===== src/rtl/fifo_pkg.sv =====
`default_nettype none
// ============================================================================
// Module      : fifo_pkg
// Description : Definitions shared between the elastic FIFO and its drain
//               controller: default widths and the skid occupancy encoding.
// Revision    : 1.0 - initial release
// ============================================================================
package fifo_pkg;

  // Default data word width, matching the FIFO data_out width
  localparam int DEF_WIDTH     = 8;
  // Default width of each statistics counter
  localparam int DEF_CNT_WIDTH = 16;

  // Skid occupancy; three bits cover every legal depth (2..4)
  typedef logic [2:0] occ_t;

  // Occupancy state encoding; the encoding equals the number of held words
  localparam occ_t OCC_EMPTY = 3'd0;
  localparam occ_t OCC_ONE   = 3'd1;
  localparam occ_t OCC_TWO   = 3'd2;

endpackage : fifo_pkg
`default_nettype wire


===== src/rtl/skid_buf.sv =====
`default_nettype none
// ============================================================================
// Module      : skid_buf
// Description : Circular skid buffer holding words returned by the FIFO until
//               the downstream stage accepts them. Head entry is the output.
// Revision    : 1.0 - initial release
// ============================================================================
module skid_buf
  import fifo_pkg::*;
#(
  parameter int WIDTH = DEF_WIDTH,
  parameter int DEPTH = 2
) (
  input  logic             clk,
  input  logic             rst,
  input  logic             push,
  input  logic [WIDTH-1:0] push_data,
  input  logic             pop,
  input  logic             flush,
  output occ_t             occ,
  output logic [WIDTH-1:0] head_data
);

  localparam int PTR_W = $clog2(DEPTH);

  logic [WIDTH-1:0] mem_q [DEPTH];
  logic [WIDTH-1:0] mem_d [DEPTH];
  logic [PTR_W-1:0] head_q, head_d;
  logic [PTR_W-1:0] tail_q, tail_d;
  occ_t             occ_q, occ_d;
  logic             w_capture;
  logic             w_pop;

  // Pointers wrap at DEPTH, which need not be a power of two
  function automatic logic [PTR_W-1:0] ptr_inc(input logic [PTR_W-1:0] p);
    return (p == PTR_W'(DEPTH - 1)) ? '0 : p + 1'b1;
  endfunction

  // A flush drops the arriving word; pop is ignored when nothing is held
  always_comb begin
    w_capture = push && !flush;
    w_pop     = pop && (occ_q != OCC_EMPTY);
    mem_d     = mem_q;
    head_d    = head_q;
    tail_d    = tail_q;
    if (flush) begin
      head_d = '0;
      tail_d = '0;
    end else begin
      if (w_capture) begin
        mem_d[tail_q] = push_data;
        tail_d        = ptr_inc(tail_q);
      end
      if (w_pop) begin
        head_d = ptr_inc(head_q);
      end
    end
  end

  if (DEPTH == 2) begin : g_fsm2
    // Two-entry occupancy FSM: EMPTY <-> ONE <-> TWO
    always_comb begin
      occ_d = occ_q;
      if (flush) begin
        occ_d = OCC_EMPTY;
      end else begin
        case (occ_q)
          OCC_EMPTY: if (w_capture) occ_d = OCC_ONE;
          OCC_ONE: begin
            if (w_pop && !w_capture)      occ_d = OCC_EMPTY;
            else if (w_capture && !w_pop) occ_d = OCC_TWO;
          end
          OCC_TWO:   if (w_pop && !w_capture) occ_d = OCC_ONE;
          default:   occ_d = OCC_EMPTY;
        endcase
      end
    end
  end else begin : g_cnt
    // Deeper buffers track occupancy as a plain up/down count
    always_comb begin
      occ_d = occ_q;
      if (flush) occ_d = OCC_EMPTY;
      else       occ_d = occ_q + occ_t'(w_capture) - occ_t'(w_pop);
    end
  end

  // Storage, pointer and occupancy registers
  always_ff @(posedge clk) begin
    if (rst) begin
      for (int i = 0; i < DEPTH; i++) mem_q[i] <= '0;
      head_q <= '0;
      tail_q <= '0;
      occ_q  <= OCC_EMPTY;
    end else begin
      mem_q  <= mem_d;
      head_q <= head_d;
      tail_q <= tail_d;
      occ_q  <= occ_d;
    end
  end

  assign occ       = occ_q;
  assign head_data = mem_q[head_q];

  // The read credit must never let a word arrive into a full buffer
  ap_no_overflow: assert property (@(posedge clk) disable iff (rst)
    !(w_capture && !w_pop && (occ_q == occ_t'(DEPTH))));

endmodule : skid_buf
`default_nettype wire


===== src/rtl/fifo_drain_ctrl.sv =====
`default_nettype none
// ============================================================================
// Module      : fifo_drain_ctrl
// Description : Drains the elastic FIFO into a valid/ready stream. Reads are
//               issued only against guaranteed skid space; keeps read,
//               transfer and stall statistics.
// Revision    : 1.0 - initial release
// ============================================================================
module fifo_drain_ctrl
  import fifo_pkg::*;
#(
  parameter int WIDTH      = DEF_WIDTH,
  parameter int SKID_DEPTH = 2,
  parameter int CNT_WIDTH  = DEF_CNT_WIDTH
) (
  input  logic                 clk,
  input  logic                 rst,
  input  logic                 fifo_empty,
  input  logic [WIDTH-1:0]     fifo_data,
  output logic                 fifo_rd_en,
  input  logic                 flush,
  output logic [WIDTH-1:0]     m_data,
  output logic                 m_valid,
  input  logic                 m_ready,
  output logic [CNT_WIDTH-1:0] rd_count,
  output logic [CNT_WIDTH-1:0] xfer_count,
  output logic [CNT_WIDTH-1:0] stall_count
);

  occ_t                 w_occ;
  logic                 w_pop;
  logic                 w_rd_accept;
  logic                 w_credit_ok;
  logic [3:0]           w_used;
  logic [3:0]           w_avail;
  logic                 inflight_q, inflight_d;
  logic [CNT_WIDTH-1:0] rd_count_q, rd_count_d;
  logic [CNT_WIDTH-1:0] xfer_count_q, xfer_count_d;
  logic [CNT_WIDTH-1:0] stall_count_q, stall_count_d;

  assign m_valid = (w_occ != OCC_EMPTY);
  assign w_pop   = m_valid && m_ready;

  // Credit > 0 rewritten as occ + inflight < depth + pop to stay unsigned
  always_comb begin
    w_used      = {1'b0, w_occ} + 4'(inflight_q);
    w_avail     = 4'(SKID_DEPTH) + 4'(w_pop);
    w_credit_ok = (w_used < w_avail);
    fifo_rd_en  = !rst && !flush && !fifo_empty && w_credit_ok;
    w_rd_accept = fifo_rd_en && !fifo_empty;
  end

  // Next-state for the in-flight marker and the statistics counters
  always_comb begin
    inflight_d    = w_rd_accept;
    rd_count_d    = rd_count_q;
    xfer_count_d  = xfer_count_q;
    stall_count_d = stall_count_q;
    if (w_rd_accept) rd_count_d = rd_count_q + 1'b1;
    if (w_pop)       xfer_count_d = xfer_count_q + 1'b1;
    if (m_valid && !m_ready && (stall_count_q != '1)) begin
      stall_count_d = stall_count_q + 1'b1;
    end
  end

  // Control and counter registers
  always_ff @(posedge clk) begin
    if (rst) begin
      inflight_q    <= 1'b0;
      rd_count_q    <= '0;
      xfer_count_q  <= '0;
      stall_count_q <= '0;
    end else begin
      inflight_q    <= inflight_d;
      rd_count_q    <= rd_count_d;
      xfer_count_q  <= xfer_count_d;
      stall_count_q <= stall_count_d;
    end
  end

  skid_buf #(
    .WIDTH (WIDTH),
    .DEPTH (SKID_DEPTH)
  ) u_skid (
    .clk       (clk),
    .rst       (rst),
    .push      (inflight_q),
    .push_data (fifo_data),
    .pop       (w_pop),
    .flush     (flush),
    .occ       (w_occ),
    .head_data (m_data)
  );

  assign rd_count    = rd_count_q;
  assign xfer_count  = xfer_count_q;
  assign stall_count = stall_count_q;

endmodule : fifo_drain_ctrl
`default_nettype wire


===== config.mk =====
export PLATFORM = sky130hd
export DESIGN_NAME = fifo_drain_ctrl
export DESIGN_NICKNAME = d
export VERILOG_FILES = /design/src/rtl/fifo_pkg.sv /design/src/rtl/skid_buf.sv /design/src/rtl/fifo_drain_ctrl.sv
export SDC_FILE = /design/constraint.sdc
export NUM_CORES = 1
export LEC_CHECK = 0
export ABC_AREA = 1
export CAP_MARGIN = 20
export CORE_ASPECT_RATIO = 1.5
export CORE_MARGIN = 3
export CORE_UTILIZATION = 46
export DETAILED_ROUTE_END_ITERATION = 8
export PLACE_DENSITY = 0.74
export SYNTH_ARGS = -nofsm -noshare
export SYNTH_HDL_FRONTEND = slang
export SYNTH_SLANG_ARGS = --single-unit

===== constraint.sdc =====
create_clock -name clk -period 2.2 [get_ports clk]
set_input_delay 0.33 -clock clk [delete_from_list [all_inputs] [get_ports clk]]
set_output_delay 0.33 -clock clk [all_outputs]
set_load 0.02 [all_outputs]

Word level (Yosys, flattened, before mapping)
Index checks and enable logic that the tools add are counted.
W data, S select, Z words.

word-level totals
  bits in registers = 70
  input bits = 13

cells by class
  $add $sub $neg = 7
  magnitude comparators = 4
  eq/ne operators = 6
  mux-type cells = 13
  bitwise gates (word level) = 3
  reductions and logical operators = 23

operators with widths
  cell                     number
  $add A16 B1 Y16 const B  3
  $mux W8                  4
  $bwmux W16               1
  $ne A16 B16 Y1 const B   1
  $logic_and A1 B1 Y1      12
  $mux W3                  4
  $pmux W3 S3              1
  $demux W8 S1             1
  $logic_not A1 Y1         6
  $add A3 B1 Y4            1
  $ge A2 B2 Y1 const B     2
  $lt A4 B3 Y1             1
  $ne A2 B1 Y1 const B     2
  $not A1 Y2               2
  $add A2 B1 Y3 const A    1
  $eq A3 B1 Y1 const B     1
  $eq A3 B2 Y1 const B     1
  $logic_not A3 Y1         1
  $ne A3 B1 Y1 const B     1
  $reduce_and A3 Y1        1
  $reduce_bool A3 Y1       1
  $add A1 B1 Y1 const B    2
  $lt A2 B1 Y1 const B     1
  $mux W1                  2
  other kinds (3)          3

Longest topological paths before layout
  depth after elaboration = 8
  mapped depth = 10
  depth with buffers taken out = 10

Hierarchy
From an unflattened synthesis, not the netlist that was laid out.

unflattened totals
  cell total of the unflattened synthesis = 576
  area total of the unflattened synthesis = 3789.9 um^2

by module, submodules not included
  module           instances  cells an instance  area an instance (um^2)  sequential area each (um^2)
  fifo_drain_ctrl  1          448                2900.3                   980.9
  skid_buf         1          128                889.6                    400.4

Least setup slack after synthesis
Ideal clock, no wire load.

  kind = reg-to-reg
  start point = register stall_count_q[0] (netlist: stall_count[0])
  end point = register stall_count_q[11] (netlist: stall_count[11])
  setup time = 0.131 ns
  arrival time = 1.469 ns
  data required time = 2.069 ns
  path slack = 0.601 ns
  cell stages (with the launch flop) = 10
  clock period less this slack = 1.599 ns
  path through = dfxtp_1 -> ha_1 -> nand3_1 -> inv_2 -> nand2_2 -> nor2_2 -> nor2_4 -> buf_4 -> nand2_1 -> a21oi_2

on the way
  cells in the longest elaborated chain, start to end = 2

RTL lines
  what                                                     RTL line               text
  start: declaration                                       fifo_drain_ctrl.sv:39  logic [CNT_WIDTH-1:0] stall_count_q, stall_count_d;
  start signal: assignment                                 fifo_drain_ctrl.sv:77  stall_count_q <= stall_count_d;
  branches (longest 2 deep; another with $add A16 B1 Y16)  --

Parallel ways; which one is timed is not known.
A chain may end at the register's enable or synchronous reset.

Final worst setup path
  start point = register inflight_q
  end point = output port fifo_rd_en

on the way
  cells in the longest elaborated chain, start to end = 3

RTL lines
  what                      RTL line               text
  start: declaration        fifo_drain_ctrl.sv:36  logic inflight_q, inflight_d;
  start signal: assignment  fifo_drain_ctrl.sv:74  inflight_q <= inflight_d;
  $add A3 B1 Y4             fifo_drain_ctrl.sv:46  w_used = {1'b0, w_occ} + 4'(inflight_q);
  $lt A4 B3 Y1              fifo_drain_ctrl.sv:48  w_credit_ok = (w_used < w_avail);
  $logic_and A1 B1 Y1       fifo_drain_ctrl.sv:49  fifo_rd_en = !rst && !flush && !fifo_empty && w_credit_ok;
  end: declaration          fifo_drain_ctrl.sv:20  output logic fifo_rd_en,

No other way between the ends.

==> out/results.ini <==
[drt]
firstDrtPassIters = 4
postRouteAntennaNets = 0
drc = 0
drt_wl_total_mm = 8.17
vias = 3581
drt-initial-drc-count = 184
routedWlPerCell_um = 11.4
via_per_inst = 5.02

[sta]
max_freq_ghz = 0.487
hold_viol = 0
final.setup_skew_ns = 0.0101
worstMarginPinSlew_ns = 0.511
final_max_slew_viol_count = 0
finalCriticalPeriod_ns = 2.05
tns_ns = 0
setup_viol = 0
hold_ws_ns = 0.450
setup_slack_ns = 0.147
maxSlewHeadroom_pct = 65.9
finalCritPeriodShare_pct = 93.3
rsz0062_at_grt = no

[clock_tree]
cts_tree = done
cts.reportedPaths.clkPinSlew_ns = 0.08
clock-sinks = 69
cts_max_path_buffers = 2
worstSkewPairLatency_ns = 0.35
cts_setup_buffers = 0
cts-htree-levels = 3
cts-root-buf = clkbuf_8
cts_buffers = 9

[power_and_ir_drop]
net-switching-power_mw = 0.597
peakVddDrop_mv = 0.391
power_leakage_nw = 1.67
swShare_pct = 24.5
power_density_nw_per_um2 = 534
intPower_mw = 1.84
clockPowerShare_pct = 42.8
combPwrFrac_pct = 5.3
pwr-share-seq_pct = 51.8

[die]
start_util_pct = 48.1
die_h_um = 114
fp.coreArea_um2 = 7370
io_pins = 71
fp.dieW_um = 77.7
die-area_um2 = 8820
rows = 38

[setup_path]
crit_path_end_kind = primary output
worstPathRequired_ns = 1.87
path_max_fanout = 2
cp.arrival_ns = 1.72
critical_path_class = reg2out
cp-start-kind = register

[synthesis]
synth_cell_types = 29
netlist_area_um2 = 3550
synthesis.nets = 551
syn_area_per_cell_um2 = 6.65
async_flop_share_pct = 0
ys_seq_elements = 69
netlist_instances = 533
ys.flop_type = dfxtp_1
ys_seq_area_share_pct = 39.0
synth_warnings = 0
synth_edf_count = 0

[final_layout]
nets = 627
final_common_cell = nand2_1
final_cell_mix = 131 x nand2_1, 84 x nor2_1, 69 x clkdlybuf4s50_1
drive_gt1_share_pct = 8.63
area_growth_pct = 28.6
diodes = 0

[place]
dp_hpwl_mm = 5.96
dp_worst_setup_slack_ns = 0.0480
gp_congestion = 0.826
io_buffers = 70

[job]
max_cap_viol_count = 0

[worst_hold_path]
hp-class = reg2reg

[global_routing]
grt_pass1_vias = 3439
track_usage_pct = 19.7
grt_max_degree = 44
grt_pass1_wl_mm = 14.5
antenna_found_initial = 0
overflow = 0

[outcome]
outcome = finished clean

==> state kept, by name, indices dropped and copies added (netlist names) <==
| signal | count |
|---|---|
| u_skid.occ | 2 |
| rd_count | 16 |
| inflight_q | 1 |
| u_skid.tail_q | 1 |
| u_skid.head_q | 1 |
| u_skid.mem_q | 16 |
| xfer_count | 16 |
| stall_count | 16 |
==> cell type report <==
type	count	area, µm²
Clock buffer	9	124
Multi-Input combinational cell	385	1840
Tap cell	100	125
Clock inverter	7	75.1
Timing Repair Buffer	79	768
Sequential cell	69	1380
Inverter	65	244
Fill cell	715	2810
==> power by group through the flow <==
stage | Sequential [mW] | Combinational [mW] | Clock [mW]
floorplan | 1.29 | 0.0660 | 0
global placement | 1.29 | 0.129 | 0
detailed placement | 1.29 | 0.131 | 0
CTS | 1.26 | 0.131 | 1.07
global route | 1.26 | 0.144 | 1.11
finish | 1.26 | 0.130 | 1.04
==> cells in the mapped netlist, types with 4 or more instances <==
cell / count / area [µm²]
nand3_1: 26 / 130
nor2_4: 5 / 56.3
xnor2_1: 5 / 43.8
a21oi_1: 46 / 230
nand3_2: 4 / 40.0
nor2_1: 84 / 315
inv_2: 9 / 33.8
dfxtp_1: 69 / 1380
nand4_1: 15 / 93.8
o21ai_0: 38 / 190
inv_1: 56 / 210
ha_1: 5 / 62.6
nor3_1: 4 / 20.0
clkbuf_1: 7 / 26.3
nand2_2: 4 / 25.0
xor2_1: 5 / 43.8
nand2_1: 131 / 492
==> per-layer routing <==
layer / routed length, µm / vias to the layer above / track usage [%]
met5: 0 / - / 0
met4: 143 / 0 / 7.13
met3: 275 / 12 / 3.55
met2: 4180 / 71 / 36.4
met1: 3570 / 1639 / 22.4
li1: - / 1859 / -
==> worst paths after layout <==
path	cells after the start	slack (ns)	startpoint	to
worst max-delay path	6	0.15	inflight_q$_SDFF_PP0_	fifo_rd_en
worst min-delay path	2	0.45	u_skid.mem_q[15]$_SDFFE_PP0P_	u_skid.mem_q[15]$_SDFFE_PP0P_
worst max register to register	11	0.46	inflight_q$_SDFF_PP0_	rd_count[10]$_SDFFE_PP0P_
worst min register to register	2	0.45	u_skid.mem_q[15]$_SDFFE_PP0P_	u_skid.mem_q[15]$_SDFFE_PP0P_
==> critical path: stages (launching register included) <==
cell and delay [ns]:
dfxtp_1 0.32, ha_1 0.19, ha_1 0.17, nor2_1 0.08
nand3_1 0.13, a21oi_4 0.17, clkdlybuf4s15_1 0.32
==> cells by family after synthesis <==
| family | count (synthesis) | synth area share, % |
|---|---|---|
| buffers and inverters | 79 | 9.14 |
| and+or+nand+nor | 278 | 34.0 |
| AOI/OAI and AO/OA | 92 | 13.7 |
| xor gates and xnor gates | 10 | 2.47 |
| adders and majority gates | 5 | 1.76 |
| DFF | 69 | 39.0 |
==> through the flow <==
stage                     instance area, µm²  util, %  total power [mW]  instances
after floorplan                         3550        -              1.36        533
after global routing                    4560     61.9              2.52        714
final                                   4560     61.9              2.44        714
after global placement                  4360     59.2              1.42        698
after detailed placement                4360     59.2              1.42        698
after CTS                               4560     61.9              2.46        714
==> what timing repair did <==
action                     CTS  global route
setup endpoints to repair    4             1
hold buffers                 0             0
gates resized for setup      2             1
Note: power is estimated with default switching activity, not from simulation.
